### config.mk
export PLATFORM = sky130hd
export DESIGN_NAME = led_uart_reporter_flat
export DESIGN_NICKNAME = d
export VERILOG_FILES = /design/src/rtl/led_uart_reporter_if.sv /design/src/rtl/led_uart_reporter.sv /design/src/flat_wrapper.sv
export SDC_FILE = /design/constraint.sdc
export NUM_CORES = 1
export LEC_CHECK = 0
export CAP_MARGIN = 20
export CORE_MARGIN = 2
export CORE_UTILIZATION = 52
export DETAILED_ROUTE_END_ITERATION = 10
export HOLD_SLACK_MARGIN = 0.06
export PLACE_DENSITY_LB_ADDON = 0.05
export SETUP_SLACK_MARGIN = 0.1
export SLEW_MARGIN = 20
export SYNTH_ARGS = -nofsm -noshare
export SYNTH_HDL_FRONTEND = slang
export SYNTH_SLANG_ARGS = --single-unit
### constraint.sdc
create_clock -name clk -period 1.9 [get_ports clk]
set_input_delay 0.19 -clock clk [delete_from_list [all_inputs] [get_ports clk]]
set_output_delay 0.19 -clock clk [all_outputs]
set_load 0.1 [all_outputs]
### src/rtl/led_uart_reporter_if.sv
// LED reporter handshake bundle: pattern/request in, serial line and status out.
// master drives the LED pattern and re-send request; slave is the reporter itself.
interface led_uart_reporter_if;
  logic [7:0] leds_in;
  logic       send_req;
  logic       tx;
  logic       busy;
  logic       overrun;

  modport master (output leds_in, send_req, input tx, busy, overrun);
  modport slave  (input leds_in, send_req, output tx, busy, overrun);
endinterface

### src/rtl/led_uart_reporter.sv
// Sends each new LED pattern as one UART 8N1 byte; start bit 2 edges after a change, 10 bit-times per frame.
// No backpressure: a one-entry pending buffer keeps the latest value and flags overwrites on overrun.
module led_uart_reporter #(
  parameter int CLK_FREQ  = 25_000_000,
  parameter int BAUD_RATE = 115200
) (
  input  logic                clk,
  input  logic                rst_n,
  led_uart_reporter_if.slave  bus
);
  localparam int CLKS_PER_BIT = CLK_FREQ / BAUD_RATE;
  localparam int BW           = $clog2(CLKS_PER_BIT);
  localparam logic [BW-1:0] BAUD_LAST = BW'(CLKS_PER_BIT - 1);

  localparam logic [1:0] ST_IDLE  = 2'd0;
  localparam logic [1:0] ST_START = 2'd1;
  localparam logic [1:0] ST_DATA  = 2'd2;
  localparam logic [1:0] ST_STOP  = 2'd3;

  logic [1:0]    state_q, state_d;
  logic [BW-1:0] baud_q, baud_d;
  logic [2:0]    bit_q, bit_d;
  logic [7:0]    shift_q, shift_d;
  logic [7:0]    last_seen_q, last_seen_d;
  logic [7:0]    pending_dat_q, pending_dat_d;
  logic          pending_vld_q, pending_vld_d;
  logic          tx_q, tx_d;
  logic          overrun_q, overrun_d;

  logic evt;
  logic load;
  logic baud_done;

  assign evt       = (bus.leds_in != last_seen_q) || bus.send_req;
  assign load      = (state_q == ST_IDLE) && pending_vld_q;
  assign baud_done = (baud_q == BAUD_LAST);

  // A new event on the load edge refills the buffer, so it is not an overwrite.
  always_comb begin
    last_seen_d   = bus.leds_in;
    pending_dat_d = pending_dat_q;
    pending_vld_d = pending_vld_q;
    overrun_d     = 1'b0;
    if (evt) begin
      pending_dat_d = bus.leds_in;
      pending_vld_d = 1'b1;
      overrun_d     = pending_vld_q && !load;
    end else if (load) begin
      pending_vld_d = 1'b0;
    end
  end

  // tx_d is the line level for the state being entered, keeping tx purely registered.
  always_comb begin
    state_d = state_q;
    baud_d  = baud_q;
    bit_d   = bit_q;
    shift_d = shift_q;
    tx_d    = tx_q;
    case (state_q)
      ST_IDLE: begin
        tx_d = 1'b1;
        if (load) begin
          shift_d = pending_dat_q;
          baud_d  = '0;
          bit_d   = 3'd0;
          state_d = ST_START;
          tx_d    = 1'b0;
        end
      end
      ST_START: begin
        if (baud_done) begin
          baud_d  = '0;
          state_d = ST_DATA;
          tx_d    = shift_q[0];
        end else begin
          baud_d = baud_q + BW'(1);
        end
      end
      ST_DATA: begin
        if (baud_done) begin
          baud_d = '0;
          if (bit_q == 3'd7) begin
            bit_d   = 3'd0;
            state_d = ST_STOP;
            tx_d    = 1'b1;
          end else begin
            bit_d   = bit_q + 3'd1;
            shift_d = {1'b0, shift_q[7:1]};
            tx_d    = shift_q[1];
          end
        end else begin
          baud_d = baud_q + BW'(1);
        end
      end
      ST_STOP: begin
        if (baud_done) begin
          baud_d  = '0;
          state_d = ST_IDLE;
          tx_d    = 1'b1;
        end else begin
          baud_d = baud_q + BW'(1);
        end
      end
      default: begin
        state_d = ST_IDLE;
        tx_d    = 1'b1;
      end
    endcase
  end

  always_ff @(posedge clk or negedge rst_n) begin
    if (!rst_n) begin
      state_q       <= ST_IDLE;
      baud_q        <= '0;
      bit_q         <= 3'd0;
      shift_q       <= 8'h00;
      last_seen_q   <= 8'h00;
      pending_dat_q <= 8'h00;
      pending_vld_q <= 1'b0;
      tx_q          <= 1'b1;
      overrun_q     <= 1'b0;
    end else begin
      state_q       <= state_d;
      baud_q        <= baud_d;
      bit_q         <= bit_d;
      shift_q       <= shift_d;
      last_seen_q   <= last_seen_d;
      pending_dat_q <= pending_dat_d;
      pending_vld_q <= pending_vld_d;
      tx_q          <= tx_d;
      overrun_q     <= overrun_d;
    end
  end

  assign bus.tx      = tx_q;
  assign bus.overrun = overrun_q;
  assign bus.busy    = (state_q != ST_IDLE) || pending_vld_q;
endmodule

### src/flat_wrapper.sv
// flat-port wrapper written by rule: the top's interface ports become plain ports
module led_uart_reporter_flat 
#(
  parameter int CLK_FREQ  = 25_000_000,
  parameter int BAUD_RATE = 115200
)
  (clk, rst_n, bus_leds_in, bus_send_req, bus_tx, bus_busy, bus_overrun);
  led_uart_reporter_if bus_i ();
  input  logic clk;
  input  logic rst_n;
  input wire logic [$bits(bus_i.leds_in)-1:0] bus_leds_in;
  input wire logic [$bits(bus_i.send_req)-1:0] bus_send_req;
  output wire logic [$bits(bus_i.tx)-1:0] bus_tx;
  output wire logic [$bits(bus_i.busy)-1:0] bus_busy;
  output wire logic [$bits(bus_i.overrun)-1:0] bus_overrun;
  assign bus_i.leds_in = bus_leds_in;
  assign bus_i.send_req = bus_send_req;
  assign bus_tx = bus_i.tx;
  assign bus_busy = bus_i.busy;
  assign bus_overrun = bus_i.overrun;
  led_uart_reporter #(.CLK_FREQ(CLK_FREQ), .BAUD_RATE(BAUD_RATE)) u_core (.clk(clk), .rst_n(rst_n), .bus(bus_i));
endmodule
# After elaboration in Yosys (flattened, before gate mapping)
# Index checks and enable logic that the tools add are counted.
dict set report totals {
  regBits 40
  out_inout_bits 3
  word_cells 63
}
dict set report op_classes {
  n_addsub 2
  n_eq_ne 12
  muxes 26
  n_reduce_logical 14
}
# operator n
set ops {}
lappend ops {{2-to-1 mux 8 bit} 5}
lappend ops {{case mux 8 bit (2 select lines)} 2}
lappend ops {{2-to-1 mux 2 bit} 5}
lappend ops {{inequality test 2 x 1 -> 1 bit, second input constant} 5}
lappend ops {{2-to-1 mux 3 bit} 3}
lappend ops {{adder 8 x 1 -> 8 bit, second input constant} 1}
lappend ops {{equality test 8 bit, second input constant} 1}
lappend ops {{2-to-1 mux 1 bit} 8}
lappend ops {{inequality test 8 bit} 1}
lappend ops {{case mux 2 bit (4 select lines)} 1}
lappend ops {{case mux 3 bit (2 select lines)} 1}
lappend ops {{AND reduction 3 bit} 2}
lappend ops {{nonzero test 2 bit} 3}
lappend ops {{AND reduction 5 bit} 1}
lappend ops {{equality test 2 bit, second input constant} 2}
lappend ops {{case mux 1 bit (4 select lines)} 1}
lappend ops {{AND reduction 4 bit} 1}
lappend ops {{adder 3 x 1 -> 3 bit, second input constant} 1}
lappend ops {{equality test 3 bit, second input constant} 1}
lappend ops {{OR reduction 3 bit} 1}
lappend ops {{equality test 2 x 1 -> 1 bit, second input constant} 1}
lappend ops {{logical AND 1 bit} 2}
lappend ops {{logical NOT 2 bit} 1}
lappend ops {{logical OR 1 bit} 2}
lappend ops {{2 further kinds} 2}

# Logic depth before layout (Yosys ltp)
# Gate-level depths: netlist (run 1).
dict set report depth {
  ltp_word 5
  depth_mapped 7
  ltp_nobuf 7
}

# Worst setup path after synthesis (run 1)
# Ideal clock, no wire load.
dict set report synth_timing {
  kind {register to register}
  from {reg u_core.state_q[0]}
  to {reg u_core.state_q[1]}
  setup_ps 125
  arrival_ps 2344
  slack_ps -569
  path_stages_with_launch 7
  n_path_buf 0
  synth_period_minus_slack_ps 2469
  path_cell_list {dfrtp_1 -> inv_1 -> ha_1 -> nor2b_1 -> clkinv_1 -> o211ai_1 -> mux2_2}
}
dict set report synth_via {
  elab_chain_len 4
}
# item line
set synth_rtl {}
lappend synth_rtl {{start: declaration} led_uart_reporter.sv:20} ;# logic [1:0] state_q, state_d;
lappend synth_rtl {{start signal: assignment} led_uart_reporter.sv:124} ;# state_q <= state_d;
lappend synth_rtl {{logical NOT 2 bit} {led_uart_reporter.sv:35, led_uart_reporter.sv:60}}
lappend synth_rtl {{logical AND 1 bit} led_uart_reporter.sv:35} ;# assign load = (state_q == ST_IDLE) && pending_vld_q;
lappend synth_rtl {{inequality test 2 x 1 -> 1 bit (no line)} -}
lappend synth_rtl {{AND reduction 5 bit (no line)} -}
# Parallel ways exist; a longest one is shown, timed or not.
# A chain may end at the register's enable or synchronous reset.

# Final worst setup path (run 1)
dict set report layout_timing {
  from {reg u_core.baud_q[1]}
  to {reg u_core.state_q[1]}
}
dict set report layout_via {
  elab_chain_len 3
}
# item line
set layout_rtl {}
lappend layout_rtl {{start: declaration} led_uart_reporter.sv:21} ;# logic [BW-1:0] baud_q, baud_d;
lappend layout_rtl {{start signal: assignment} led_uart_reporter.sv:125} ;# baud_q <= baud_d;
lappend layout_rtl {{equality test 8 bit (*)} led_uart_reporter.sv:36} ;# assign baud_done = (baud_q == BAUD_LAST);
lappend layout_rtl {{inequality test 2 x 1 -> 1 bit (no line)} -}
lappend layout_rtl {{AND reduction 5 bit (no line) (*)} -}
# Mark *: on every way between the ends. The rest lies on a longest branch, timed or not.

==> results of run 1 <==
-- how the worst min path moves through the flow --
stage | cells past startpoint | startpoint | slack, ns | endpoint
after floorplan | 0 | rst_n | -0.11 | u_core.baud_q[0]
after global placement | 2 | rst_n | 0.27 | u_core.baud_q[1]
after detailed placement | 2 | rst_n | 0.28 | u_core.baud_q[0]
after CTS | 3 | rst_n | 0.50 | u_core.bit_q[2]
after global routing | 1 | u_core.shift_q[4] | 0.52 | u_core.shift_q[4]
final | 3 | rst_n | 0.48 | u_core.baud_q[1]
-- metal layers --
layer	up-vias	track usage [%]
li1	651	-
met1	665	25.37
met2	23	32.02
met3	6	4.966
met4	0	10.16
met5	-	0
-- what timing repair did --
item,in CTS,in global routing
endpoints found under the setup margin,9,16
pin swaps,1,4
hold buffers,1,0
resized for setup,6,3
buffers inserted,1,6
endpoints found under the hold margin,39,0
-- registers in the layout (all words and copies together), names as in the netlist --
register / count
u_core.state_q: 2
u_core.baud_q: 8
u_core.bus.overrun: 1
u_core.pending_dat_q: 8
u_core.pending_vld_q: 1
u_core.last_seen_q: 8
u_core.bus.tx: 1
u_core.bit_q: 3
u_core.shift_q: 8
-- worst max-delay path, stage by stage, from the launching register on --
cell and delay, ns:
dfrtp_1 0.41, inv_1 0.09, ha_1 0.15, nand3b_1 0.18, buf_4 0.20, o32ai_2 0.11, o211ai_1 0.19, mux2_2 0.30
-- cell usage after synthesis, types with 2 or more instances --
cell type	number	area, sq um
nand3_1	4	20.02
xnor2_1	10	87.58
a22oi_1	2	15.01
nand4_1	4	25.02
nand2_1	6	22.52
inv_1	6	22.52
a21oi_1	3	15.01
clkbuf_1	2	7.510
xor2_1	4	35.03
dfrtp_1	39	975.9
nor2_1	11	41.29
mux2_2	15	168.9
nor3_1	4	20.02
o21ai_0	7	35.03
mux2_4	8	120.1
ha_1	10	125.1
-- final cells by class --
class / instances / area (sq um)
multi-input combinational: 109 / 947.2
tap: 48 / 60.06
sequential: 40 / 1002
clock buffer: 8 / 90.09
inverter: 7 / 31.28
fill: 291 / 1186
timing repair buffer: 37 / 316.6
-- where the power goes --
group	leakage (nW)	internal, mW	switching [mW]
Clock	0.0455	0.296	0.270
Combinational	0.587	0.686	0.706
Sequential	0.483	1.06	0.133
Total	1.11	2.04	1.11
-- logic make-up (layout without fill, tap and decap cells) --
kind of cell,after synthesis,count (layout)
XOR/XNOR,14,14
adder cells (fa/ha/maj),10,10
buffers and inverters,10,52
AND/OR/NAND/NOR,40,40
multiplexers,23,23
AO/OA/AOI/OAI,22,22
flip-flops,40,40
==> results.py, run 1 <==
metrics = {
    "yosys": {
        "muxShareOfSynthArea_pct": 14.75,
        "syn_inst": 159,
        "synth-simple-area-share_pct": 11.11,
        "synth_warnings": 0,
        "synthAdderAreaFrac_pct": 6.386,
        "synth_compound_area_share_pct": 8.046,
        "seq_area_frac_synth_pct": 51.15,
        "synthXorXnorAreaFrac_pct": 6.258,
        "ys.flop_type": "dfrtp_1",
        "ys_seq_elements": 40,
        "synth_nets": 180,
        "async_flop_share_pct": 100.0,
        "synth_top_family_by_area": "multiplexers",
        "yosysUniqueCellTypes": 40,
        "syn_avg_cell_area_sq_um": 12.32,
        "synth_edf_count": 0,
        "netlist_area_sq_um": 1959,
    },
    "route": {
        "wl_met1_um": 1702,
        "vias": 1345,
        "top_layer": "met4",
        "drc": 0,
        "vias_per_cell": 5.402,
        "wl_met2_um": 1835,
        "drt-total-wl_um": 3734,
        "drt_iter0_drc": 90,
        "wl_per_cell_um": 15.00,
        "antenna_left": 0,
        "route.met3.wl_um": 130,
        "drtPass1Iterations": 4,
    },
    "place": {
        "post-place-cells": 233,
        "pre_cts_slack_ns": -0.1207,
        "gp_congestion": 0.8616,
        "placed_cell_area_sq_um": 2258,
        "portBuffers": 13,
        "place_hpwl_um": 2575,
    },
    "timing": {
        "finalClockSkew_ns": 0.006322,
        "period_share_pct": 91.19,
        "hold_viol_final": 0,
        "setup-violations-final": 0,
        "rsz0062_at_grt": "true",
        "period_needed_ns": 1.733,
        "relSlewSlack_pct": 65.62,
        "whs_ns": 0.4839,
        "finalSetupTns_ns": 0,
        "max_freq_ghz": 0.5772,
        "worst_slack_ns": 0.1674,
        "worst_pin_slew_ns": 0.5157,
        "final_max_slew_viol_count": 0,
    },
    "run": {
        "cap_violations": 0,
    },
    "critical_path": {
        "reg2regPathDepth": 7,
        "endpoint_kind": "register",
        "worst-setup-path-type": "register to register",
        "crit_path_end": "u_core.state_q[1]",
        "rr_endpoint": "u_core.state_q[1]",
        "r2r_setup_slack_ns": 0.17,
        "cp.arrival_ns": 1.91,
        "cp.required_ns": 2.07,
        "timing.rr.start": "u_core.baud_q[1]",
        "startpoint": "u_core.baud_q[1]",
        "critPathLaunchType": "register",
        "crit_fanout": 5,
    },
    "floorplan": {
        "rows": 22,
        "io-pin-count": 14,
        "core_sq_um": 3633,
        "initial_core_util_pct": 53.93,
        "die-area_sq_um": 4275,
        "die_h_um": 65.39,
        "die_x_um": 65.39,
    },
    "finish": {
        "final_cells": 249,
        "final_util_pct": 67.36,
        "fin_nets": 221,
        "diodes": 0,
        "layout_common_cells": "39 x dfrtp_1, 24 x buf_4, 15 x mux2_2",
        "drive_gt1_share_pct": 35.32,
        "area_growth_pct": 24.90,
        "layout_commonest_cell": "dfrtp_1",
        "stdcell_area_sq_um": 2447,
    },
    "clock_tree": {
        "cts-root-buf": "clkbuf_8",
        "cts-htree-levels": 2,
        "insertion_delay_ns": 0.28,
        "clkTransAtPathRegs_ns": 0.07,
        "clockBufferDepth": 2,
        "cts_sinks": 40,
        "cts_tree": "built",
        "cts_inserted_buffers": 5,
    },
    "global_routing": {
        "overflow": 0,
        "grt_pass1_wl_um": 6403,
        "grt_pass1_vias": 1420,
        "grt_start_max_net_pins": 41,
        "track_usage_pct": 20.06,
        "antenna_found_initial": 0,
    },
    "power_and_ir_drop": {
        "peakVddDrop_mv": 0.5419,
        "power_density_nw_per_um2": 1287,
        "p_leak_nw": 1.115,
        "total_power_mw": 3.149,
    },
    "run_status": {
        "status": "finished, final reports clean",
    },
    "min_path": {
        "hold_class": "input port to asynchronous set/reset pin",
    },
}
Power figures use the tool's default switching activity.
==> run 2, diff against run 1 <==
--- a/config.mk
+++ b/config.mk
@@ -8,6 +8,7 @@
 export CAP_MARGIN = 20
 export CORE_MARGIN = 2
 export CORE_UTILIZATION = 52
+export CTS_CLUSTER_DIAMETER = 30
 export DETAILED_ROUTE_END_ITERATION = 10
 export HOLD_SLACK_MARGIN = 0.06
 export PLACE_DENSITY_LB_ADDON = 0.05
==> results of run 2 <==
Same layout as run 1: the final DEF is identical, and so are final timing and power.
==> run 3, diff against run 2 <==
--- a/config.mk
+++ b/config.mk
@@ -13,7 +13,6 @@
 export HOLD_SLACK_MARGIN = 0.06
 export PLACE_DENSITY_LB_ADDON = 0.05
 export SETUP_SLACK_MARGIN = 0.1
-export SLEW_MARGIN = 20
 export SYNTH_ARGS = -nofsm -noshare
 export SYNTH_HDL_FRONTEND = slang
 export SYNTH_SLANG_ARGS = --single-unit
==> results of run 3 <==
Same layout as run 1: the final DEF is identical, and so are final timing and power.
